$ cat config.mk
export PLATFORM = sky130hd
export DESIGN_NAME = b1_stream_flat
export DESIGN_NICKNAME = d
export VERILOG_FILES = /design/src/rtl/b1_pkg.sv /design/src/rtl/b1_stream_if.sv /design/src/rtl/b1_lane.sv /design/src/rtl/b1_stream.sv /design/src/flat_wrapper.sv
export SDC_FILE = /design/constraint.sdc
export NUM_CORES = 1
export LEC_CHECK = 0
export BUFFER_PORTS_ARGS = -buffer_cell sky130_fd_sc_hd__clkbuf_2
export CORE_MARGIN = 8
export CORE_UTILIZATION = 28
export CTS_CLUSTER_DIAMETER = 60
export DETAILED_ROUTE_END_ITERATION = 6
export GPL_ROUTABILITY_DRIVEN = 1
export PLACE_DENSITY = 0.47
export SYNTH_ARGS = -nofsm -noshare
export SYNTH_HDL_FRONTEND = slang
export SYNTH_SLANG_ARGS = --single-unit
export TNS_END_PERCENT = 30
$ cat constraint.sdc
create_clock -name clock -period 3.45 [get_ports clock]
set_clock_uncertainty 0.2 [all_clocks]
set_input_delay 0.5175 -clock clock [delete_from_list [all_inputs] [get_ports clock]]
set_output_delay 0.5175 -clock clock [all_outputs]
set_load 0.02 [all_outputs]
$ cat src/rtl/b1_pkg.sv
// Shared widths and bit positions for the b1 lane function.
package b1_pkg;

  localparam int B1_IN_W  = 3;
  localparam int B1_OUT_W = 4;

  localparam int PI0 = 0;
  localparam int PI1 = 1;
  localparam int PI2 = 2;

  localparam int PO0 = 0;
  localparam int PO1 = 1;
  localparam int PO2 = 2;
  localparam int PO3 = 3;

endpackage

$ cat src/rtl/b1_stream_if.sv
// Input-beat and output-FIFO handshake bundle for b1_stream.
// valid/ready: a beat transfers on a rising clock edge where valid & ready are both high;
// a producer holding valid keeps its data stable until that edge, and ready never depends on valid.
interface b1_stream_if #(
  parameter int LANES = 4
);
  logic                 in_valid;
  logic                 in_ready;
  logic [3*LANES-1:0]   in_data;
  logic                 out_valid;
  logic                 out_ready;
  logic [4*LANES-1:0]   out_data;

  modport master (
    output in_valid, in_data, out_ready,
    input  in_ready, out_valid, out_data
  );

  modport slave (
    input  in_valid, in_data, out_ready,
    output in_ready, out_valid, out_data
  );
endinterface

$ cat src/rtl/b1_lane.sv
// Combinational b1 truth function for one 3-bit lane.
module b1_lane
  import b1_pkg::*;
(
  input  logic [B1_IN_W-1:0]  pi,
  output logic [B1_OUT_W-1:0] po
);

  always_comb begin
    po      = '0;
    po[PO0] = pi[PI2];
    po[PO1] = pi[PI0] ^ pi[PI1];
    // po2 fires only for codes 3'b011 and 3'b100
    po[PO2] = (pi[PI0] == pi[PI1]) & (pi[PI2] != pi[PI0]);
    po[PO3] = ~pi[PI2];
  end

endmodule

$ cat src/rtl/b1_stream.sv
// Multi-lane registered b1: lane results pushed into a DEPTH-entry FIFO,
// with a saturating count of po2 hits over accepted beats.
module b1_stream
  import b1_pkg::*;
#(
  parameter int LANES = 4,
  parameter int DEPTH = 2,
  parameter int CNT_W = 16
) (
  input  logic             clock,
  input  logic             reset_n,
  b1_stream_if.slave       bus,
  input  logic             clear,
  output logic [CNT_W-1:0] hit_count,
  output logic             hit_sat
);

  localparam int OUT_W = B1_OUT_W * LANES;
  localparam int PTR_W = $clog2(DEPTH);
  localparam int OCC_W = PTR_W + 1;
  localparam int HIT_W = $clog2(LANES + 1);

  logic [OUT_W-1:0] lane_out;
  logic [OUT_W-1:0] mem [DEPTH];
  logic [PTR_W-1:0] wr_ptr;
  logic [PTR_W-1:0] rd_ptr;
  logic [OCC_W-1:0] occ;
  logic             push;
  logic             pop;

  for (genvar k = 0; k < LANES; k++) begin : g_lane
    b1_lane u_lane (
      .pi (bus.in_data[B1_IN_W*k +: B1_IN_W]),
      .po (lane_out[B1_OUT_W*k +: B1_OUT_W])
    );
  end

  // in_ready looks only at the registered occupancy, so a full FIFO never
  // accepts even when the head is popped in the same cycle.
  assign bus.in_ready  = (occ < OCC_W'(DEPTH));
  assign bus.out_valid = (occ != '0);
  assign bus.out_data  = mem[rd_ptr];

  assign push = bus.in_valid & bus.in_ready;
  assign pop  = bus.out_valid & bus.out_ready;

  always_ff @(posedge clock or negedge reset_n) begin
    if (!reset_n) begin
      wr_ptr <= '0;
      rd_ptr <= '0;
      occ    <= '0;
      for (int i = 0; i < DEPTH; i++) begin
        mem[i] <= '0;
      end
    end else begin
      if (push) begin
        mem[wr_ptr] <= lane_out;
        wr_ptr      <= wr_ptr + PTR_W'(1);
      end
      if (pop) begin
        rd_ptr <= rd_ptr + PTR_W'(1);
      end
      case ({push, pop})
        2'b10:   occ <= occ + OCC_W'(1);
        2'b01:   occ <= occ - OCC_W'(1);
        default: occ <= occ;
      endcase
    end
  end

  logic [HIT_W-1:0] hits;
  logic [CNT_W:0]   hit_sum;
  logic [CNT_W-1:0] hit_next;
  logic             sat_next;

  always_comb begin
    hits = '0;
    for (int k = 0; k < LANES; k++) begin
      hits = hits + HIT_W'(lane_out[B1_OUT_W*k + PO2]);
    end
    // one extra bit catches the carry that means the counter would wrap
    hit_sum  = {1'b0, hit_count} + (CNT_W+1)'(hits);
    hit_next = hit_sum[CNT_W] ? {CNT_W{1'b1}} : hit_sum[CNT_W-1:0];
    sat_next = hit_sum[CNT_W] | (hit_next == {CNT_W{1'b1}});
  end

  always_ff @(posedge clock or negedge reset_n) begin
    if (!reset_n) begin
      hit_count <= '0;
      hit_sat   <= 1'b0;
    end else if (clear) begin
      hit_count <= '0;
      hit_sat   <= 1'b0;
    end else if (push) begin
      hit_count <= hit_next;
      hit_sat   <= hit_sat | sat_next;
    end
  end

endmodule
$ cat src/flat_wrapper.sv
// flat-port wrapper written by rule: the top's interface ports become plain ports
module b1_stream_flat import b1_pkg::*;
#(
  parameter int LANES = 4,
  parameter int DEPTH = 2,
  parameter int CNT_W = 16
)
  (clock, reset_n, clear, hit_count, hit_sat, bus_in_valid, bus_in_data, bus_out_ready, bus_in_ready, bus_out_valid, bus_out_data);
  b1_stream_if #(.LANES(LANES)) bus_i ();
  input  logic clock;
  input  logic reset_n;
  input  logic clear;
  output logic [CNT_W-1:0] hit_count;
  output logic hit_sat;
  input wire logic [$bits(bus_i.in_valid)-1:0] bus_in_valid;
  input wire logic [$bits(bus_i.in_data)-1:0] bus_in_data;
  input wire logic [$bits(bus_i.out_ready)-1:0] bus_out_ready;
  output wire logic [$bits(bus_i.in_ready)-1:0] bus_in_ready;
  output wire logic [$bits(bus_i.out_valid)-1:0] bus_out_valid;
  output wire logic [$bits(bus_i.out_data)-1:0] bus_out_data;
  assign bus_i.in_valid = bus_in_valid;
  assign bus_i.in_data = bus_in_data;
  assign bus_i.out_ready = bus_out_ready;
  assign bus_in_ready = bus_i.in_ready;
  assign bus_out_valid = bus_i.out_valid;
  assign bus_out_data = bus_i.out_data;
  b1_stream #(.LANES(LANES), .DEPTH(DEPTH), .CNT_W(CNT_W)) u_core (.clock(clock), .reset_n(reset_n), .bus(bus_i), .clear(clear), .hit_count(hit_count), .hit_sat(hit_sat));
endmodule
### After elaboration in Yosys (flattened, before gate mapping)

Index checks and enable logic that the tools add are counted.
W data, S select, Z words.

| storage, ports and cells | value |
|---|---|
| bits of input ports | 17 |
| output and inout bits | 35 |
| register bits | 53 |

| cells by class | value |
|---|---|
| reductions and logical operators | 4 |
| muxes and demuxes | 12 |
| $lt $le $gt $ge | 4 |
| $add $sub $neg | 8 |
| bitwise operators | 18 |
| eq/ne operators | 11 |

Operators by type and width:

| kind | number |
|---|---|
| $mux W16 | 7 |
| $bwmux W32 | 1 |
| $add A16 B3 Y17 | 1 |
| $demux W16 S1 | 1 |
| $eq A16 B16 Y1 const B | 1 |
| $add A3 B1 Y3 | 2 |
| $and A1 B1 Y1 | 6 |
| $reduce_bool A2 Y1 | 3 |
| $eq A1 B1 Y1 | 4 |
| $ge A2 B2 Y1 const B | 2 |
| $ne A1 B1 Y1 | 4 |
| $not A1 Y1 | 4 |
| $not A1 Y2 | 2 |
| $pmux W2 S2 | 1 |
| $xor A1 B1 Y1 | 4 |
| $add A1 B1 Y1 const B | 2 |
| $add A1 B1 Y2 | 1 |
| $add A2 B1 Y2 const B | 1 |
| $eq A2 B1 Y1 const B | 1 |
| $eq A2 B2 Y1 const B | 1 |
| $lt A2 B1 Y1 const B | 1 |
| $lt A2 B2 Y1 const B | 1 |
| $mux W1 | 2 |
| $or A1 B1 Y1 | 2 |
| 2 further kinds | 2 |

### Longest topological paths before layout

| logic depth | value |
|---|---|
| depth after elaboration | 12 |
| depth in mapped cells | 17 |
| gate-level depth less buffers | 16 |

### By module

A second synthesis with hierarchy kept.

| unflattened totals | value |
|---|---|
| cell total of the unflattened synthesis | 263 |
| area, all modules | 2870.3 sq um |

By module, submodules not included:

| module | sequential area each (sq um) | instances | area each (sq um) | cells each |
|---|---|---|---|---|
| b1_stream | 1326.3 | 1 | 2725.1 | 239 |
| b1_lane | 0.0 | 4 | 36.3 | 6 |

### Worst setup path before layout

OpenSTA, ideal clock, no wires.

| timing path | value |
|---|---|
| path type | input to register |
| from | input bus_in_data[0] |
| to | register u_core.hit_count[13] |
| stages on the path | 17 |
| path slack | -0.236 ns |
| buffers on the path | 1 |
| data arrival time | 3.413 ns |
| library setup time | 0.073 ns |
| cell sequence | nand2_1 nor2_1 a21oi_1 inv_1 ha_1 inv_1 fa_1 inv_1 ha_1 inv_1 fa_1 and2b_2 o21ai_1 or3_1 buf_6 a41o_1 a21oi_2 |

| on the way | value |
|---|---|
| longest elaborated chain between the ends | 9 |

RTL lines:

| element | line | source |
|---|---|---|
| start: declaration | flat_wrapper.sv:16 | `input wire logic [$bits(bus_i.in_data)-1:0] bus_in_data;` |
| $eq A1 B1 Y1 or $ne A1 B1 Y1 (tied branches) | b1_lane.sv:14 | `po[PO2] = (pi[PI0] == pi[PI1]) & (pi[PI2] != pi[PI0]);` |
| $and A1 B1 Y1 * | b1_lane.sv:14 |  |
| named net u_core.g_lane[0].u_lane.po[2] | b1_lane.sv:6 | `output logic [B1_OUT_W-1:0] po` |
| $add A1 B1 Y2 * | b1_stream.sv:79 | `hits = hits + HIT_W'(lane_out[B1_OUT_W*k + PO2]);` |
| $add A3 B1 Y3 * (2 in series) | b1_stream.sv:79 |  |
| $add A16 B3 Y17 * | b1_stream.sv:82 | `hit_sum = {1'b0, hit_count} + (CNT_W+1)'(hits);` |
| $mux W16 * | b1_stream.sv:83 | `hit_next = hit_sum[CNT_W] ? {CNT_W{1'b1}} : hit_sum[CNT_W-1:0];` |
| $mux W16 * | b1_stream.sv:94 | `end else if (push) begin` |
| $mux W16 * | b1_stream.sv:91 | `end else if (clear) begin` |
| end signal: assignment | b1_stream.sv:95 | `hit_count <= hit_next;` |
| end: declaration | b1_stream.sv:14 | `output logic [CNT_W-1:0] hit_count,` |

Mark *: on every way through the listed nets, which the timed path passes. The rest lies on a longest branch. The select of a mux whose other input is x is not followed.
A chain may end at the register's enable or synchronous reset.

### Worst setup path after layout

| timing path | value |
|---|---|
| from | input bus_in_data[3] |
| to | register u_core.hit_count[8] |

| on the way | value |
|---|---|
| longest elaborated chain between the ends | 9 |

RTL lines:

| element | line |
|---|---|
| $eq A1 B1 Y1 or $ne A1 B1 Y1 (tied branches) | b1_lane.sv:14 |
| $and A1 B1 Y1 * | b1_lane.sv:14 |
| named net u_core.g_lane[1].u_lane.po[2] | b1_lane.sv:6 |
| $add A1 B1 Y2 * | b1_stream.sv:79 |
| $add A3 B1 Y3 * (2 in series) | b1_stream.sv:79 |
| $add A16 B3 Y17 * | b1_stream.sv:82 |
| $mux W16 * | b1_stream.sv:83 |
| $mux W16 * | b1_stream.sv:94 |
| $mux W16 * | b1_stream.sv:91 |

Marks and branches as above.

==> results.ini <==
[critical_path]
crit_path_end_kind=flip-flop
slowest_delay_ps=480
cp.required_ps=3470
cp.arrival_ps=3380
path_cells=buf_8 > nand2_4 > nor2_2 > a21oi_2 > inv_1 > ha_1 > inv_2 > fa_1 > inv_1 > ha_2 > inv_2 > fa_2 > and2b_2 > buf_6 > o211ai_1 > nor2_1 > a311oi_1
critPathLaunchType=primary input
worstSetupPathType=primary input to flip-flop
crit_fanout=7
crit_slowest_cell=fa_1

[place]
placed_area_sq_um=3410
place.gp.congestion=0.796
placedCellCount=495
dpl.hpwl_microns=5200
io_buffers=51
pre_cts_ws_ps=-399

[floorplan]
initial_core_util_pct=28.9
core_sq_um=9820
fp.dieH_microns=117
dieArea_sq_um=13600
rows=36
die_w_microns=117
ioPinCount=52

[sta]
rsz0062_at_grt=yes
fin_crit_sh_pct=97.5
slew_headroom_pct=46.8
fin_crit_ps=3360
fmax_ghz=0.297
finalHoldViolCount=0
worstMarginPinSlew_ps=798
final.setup.tns_ps=0
setup_ws_ps=85.9
slew_viol_final=0
setup_viol=0

[finish]
layout.cells.non_filler=503
finalInstanceArea_sq_um=3600
multi_input_area_sq_um=1450
drive_gt1_share_pct=36.8
nets=394
area_growth_pct=27.0
n_fill_cell=1050
regArea_sq_um=1330
antenna_cells=0

[synthesis]
synthTopCellsByArea=dfrtp_1 47%, mux2_2 7.9%, nor2_1 5.0%, nand2_1 4.6%, a21oi_1 4.1%
syn_avg_cell_area_sq_um=9.57
synthArstFlopShare_pct=100
syn_nets=321
synth.top_cell.area_share_pct=46.8
ys.flop_type=dfrtp_1
synth.most_common_cell=dfrtp_1
synth_commonest_cells=53 x dfrtp_1, 38 x nor2_1, 35 x nand2_1
synth_edf_count=0
ys.warnings.count=0
synth_seq_cells=53
yosys.area.top_type=dfrtp_1
yosysSeqAreaShare_pct=46.8
synth_cell_types=47
syn-cell-area_sq_um=2830
synth_cells=296

[global_routing]
antenna_found_initial=0
grt_use_total_pct=11.4
grt-ovfl-total=0
grt_pass1_vias=2474
grt_max_degree=54
grt_pass1_wl_microns=12300

[job]
maxCapViolCount=0

[run_status]
status=completed

[cts]
htreeDepth=2
cts_tree=yes
cts_sinks=53
root_buffer=clkbuf_8
clk_pin_slew_worst_paths_ps=100
clockBufferDepth=2
clkLatencyLatePin_ps=320
cts_made_buffers=5

[detailed_routing]
drc_errors=0
vias=2331
firstDrtPassIters=4
wl_per_cell_microns=14.3
via_per_inst=4.63
drt-initial-drc-count=64
antenna_left=0
postRouteWirelength_microns=7200

[power_and_ir_drop]
seqPwrFrac_pct=41.0
leakagePower_nw=1.61
pwr-share-clk_pct=15.5
comb_power_share_pct=43.6
ir_drop_v=0.000282
totalPowerFinal_mw=2.42
intPower_mw=1.45
switching_share_pct=40.1
powerDensity_nw_per_um2=671
p_switching_mw=0.968

[hold_path]
hp-class=primary input to asynchronous set/reset pin

-- cell usage in the layout (no fill, tap or decap), types with 3 or more instances in the layout --
cell	synthesis	layout
nor2_2	0	4
xnor2_1	10	10
o21a_1	4	4
ha_1	6	5
buf_4	2	29
nor2_1	38	34
dfrtp_1	53	53
clkbuf_8	0	5
buf_6	4	4
o21ai_0	22	21
or3_1	4	3
a31oi_1	4	4
a21oi_1	23	20
a21oi_2	1	4
inv_1	13	10
nand2_1	35	33
inv_2	1	4
mux2i_1	3	3
xor2_1	4	4
clkbuf_2	1	47
mux2_2	20	20
nand4_1	5	5
and2_1	3	3
-- path summary, 6_finish.rpt --
| check | from | endpoint | slack, ps | cells after the start |
|---|---|---|---|---|
| setup reg to reg | u_core.hit_count[0] | u_core.hit_count[8] | 1070 | 8 |
| setup / recovery | bus_in_data[3] | u_core.hit_count[8] | 90 | 17 |
| min in group clock | bus_in_data[11] | u_core.mem[31] | 250 | 2 |
| max in group asynchronous | reset_n | u_core.mem[6] | 2470 | 2 |
| hold reg to reg | u_core.mem[12] | u_core.mem[12] | 290 | 2 |
| hold / removal | reset_n | u_core.hit_count[7] | 90 | 2 |
-- power by group through the flow --
stage          combinational, mW  sequential (mW)  clock, mW
5_1_grt                     1.18             1.03      0.420
3_3_place_gp                1.06             1.00          0
4_1_cts                     1.07            0.995      0.395
2_1_floorplan              0.779            0.943          0
6_report                    1.05            0.990      0.374
3_5_place_dp                1.07             1.01          0
-- worst max-delay path, delay by kind of cell --
kind,cells,cell delay [ps]
adder cells (fa/ha/maj),4,1120
AO/OA/AOI/OAI,3,900
AND/OR/NAND/NOR,4,410
buffers and inverters,6,430
-- repair_timing --
item,4_1_cts,5_1_grt
gates resized for setup,4,26
setup buffers,0,0
pin swaps,0,5
hold buffers,0,0
endpoints found under the setup margin,9,17
-- state kept, by name, summed over array words and instances (netlist names) --
name and flops:
u_core.wr_ptr 1, u_core.hit_sat 1, u_core.rd_ptr 1, u_core.hit_count 16, u_core.occ 2, u_core.mem 32
-- cells by family after synthesis --
family                   share of synthesized area (%)
AO/OA/AOI/OAI                                     14.9
XOR/XNOR                                          4.33
adder cells (fa/ha/maj)                           4.06
buffers and inverters                             5.39
flip-flops                                        46.8
multiplexers                                      9.01
AND/OR/NAND/NOR                                   15.5
-- per-stage QoR --
step | util, % | hold WS (ps)
global route | 36.6 | 184
global placement | 34.8 | 257
detailed placement | 34.8 | 263
floorplan | - | 21.9
finish | 36.6 | 87.7
CTS | 35.9 | 143
-- layer usage --
layer  up-vias  GRT usage (%)  routed length, microns
met5         -              0                       0
met4         0           4.86                     113
met3         7           2.12                     285
met2        38           18.1                    3390
met1      1114           14.7                    3410
li1       1172              -                       -
-- layout make-up --
class	instances	area share, %
Multi-Input combinational cell	214	40.2
Sequential cell	53	36.9
Timing Repair Buffer	81	14.3
Tap cell	133	4.62
Clock buffer	5	1.91
Inverter	14	1.46
Clock inverter	3	0.695
(Power assumes the default switching activity.)
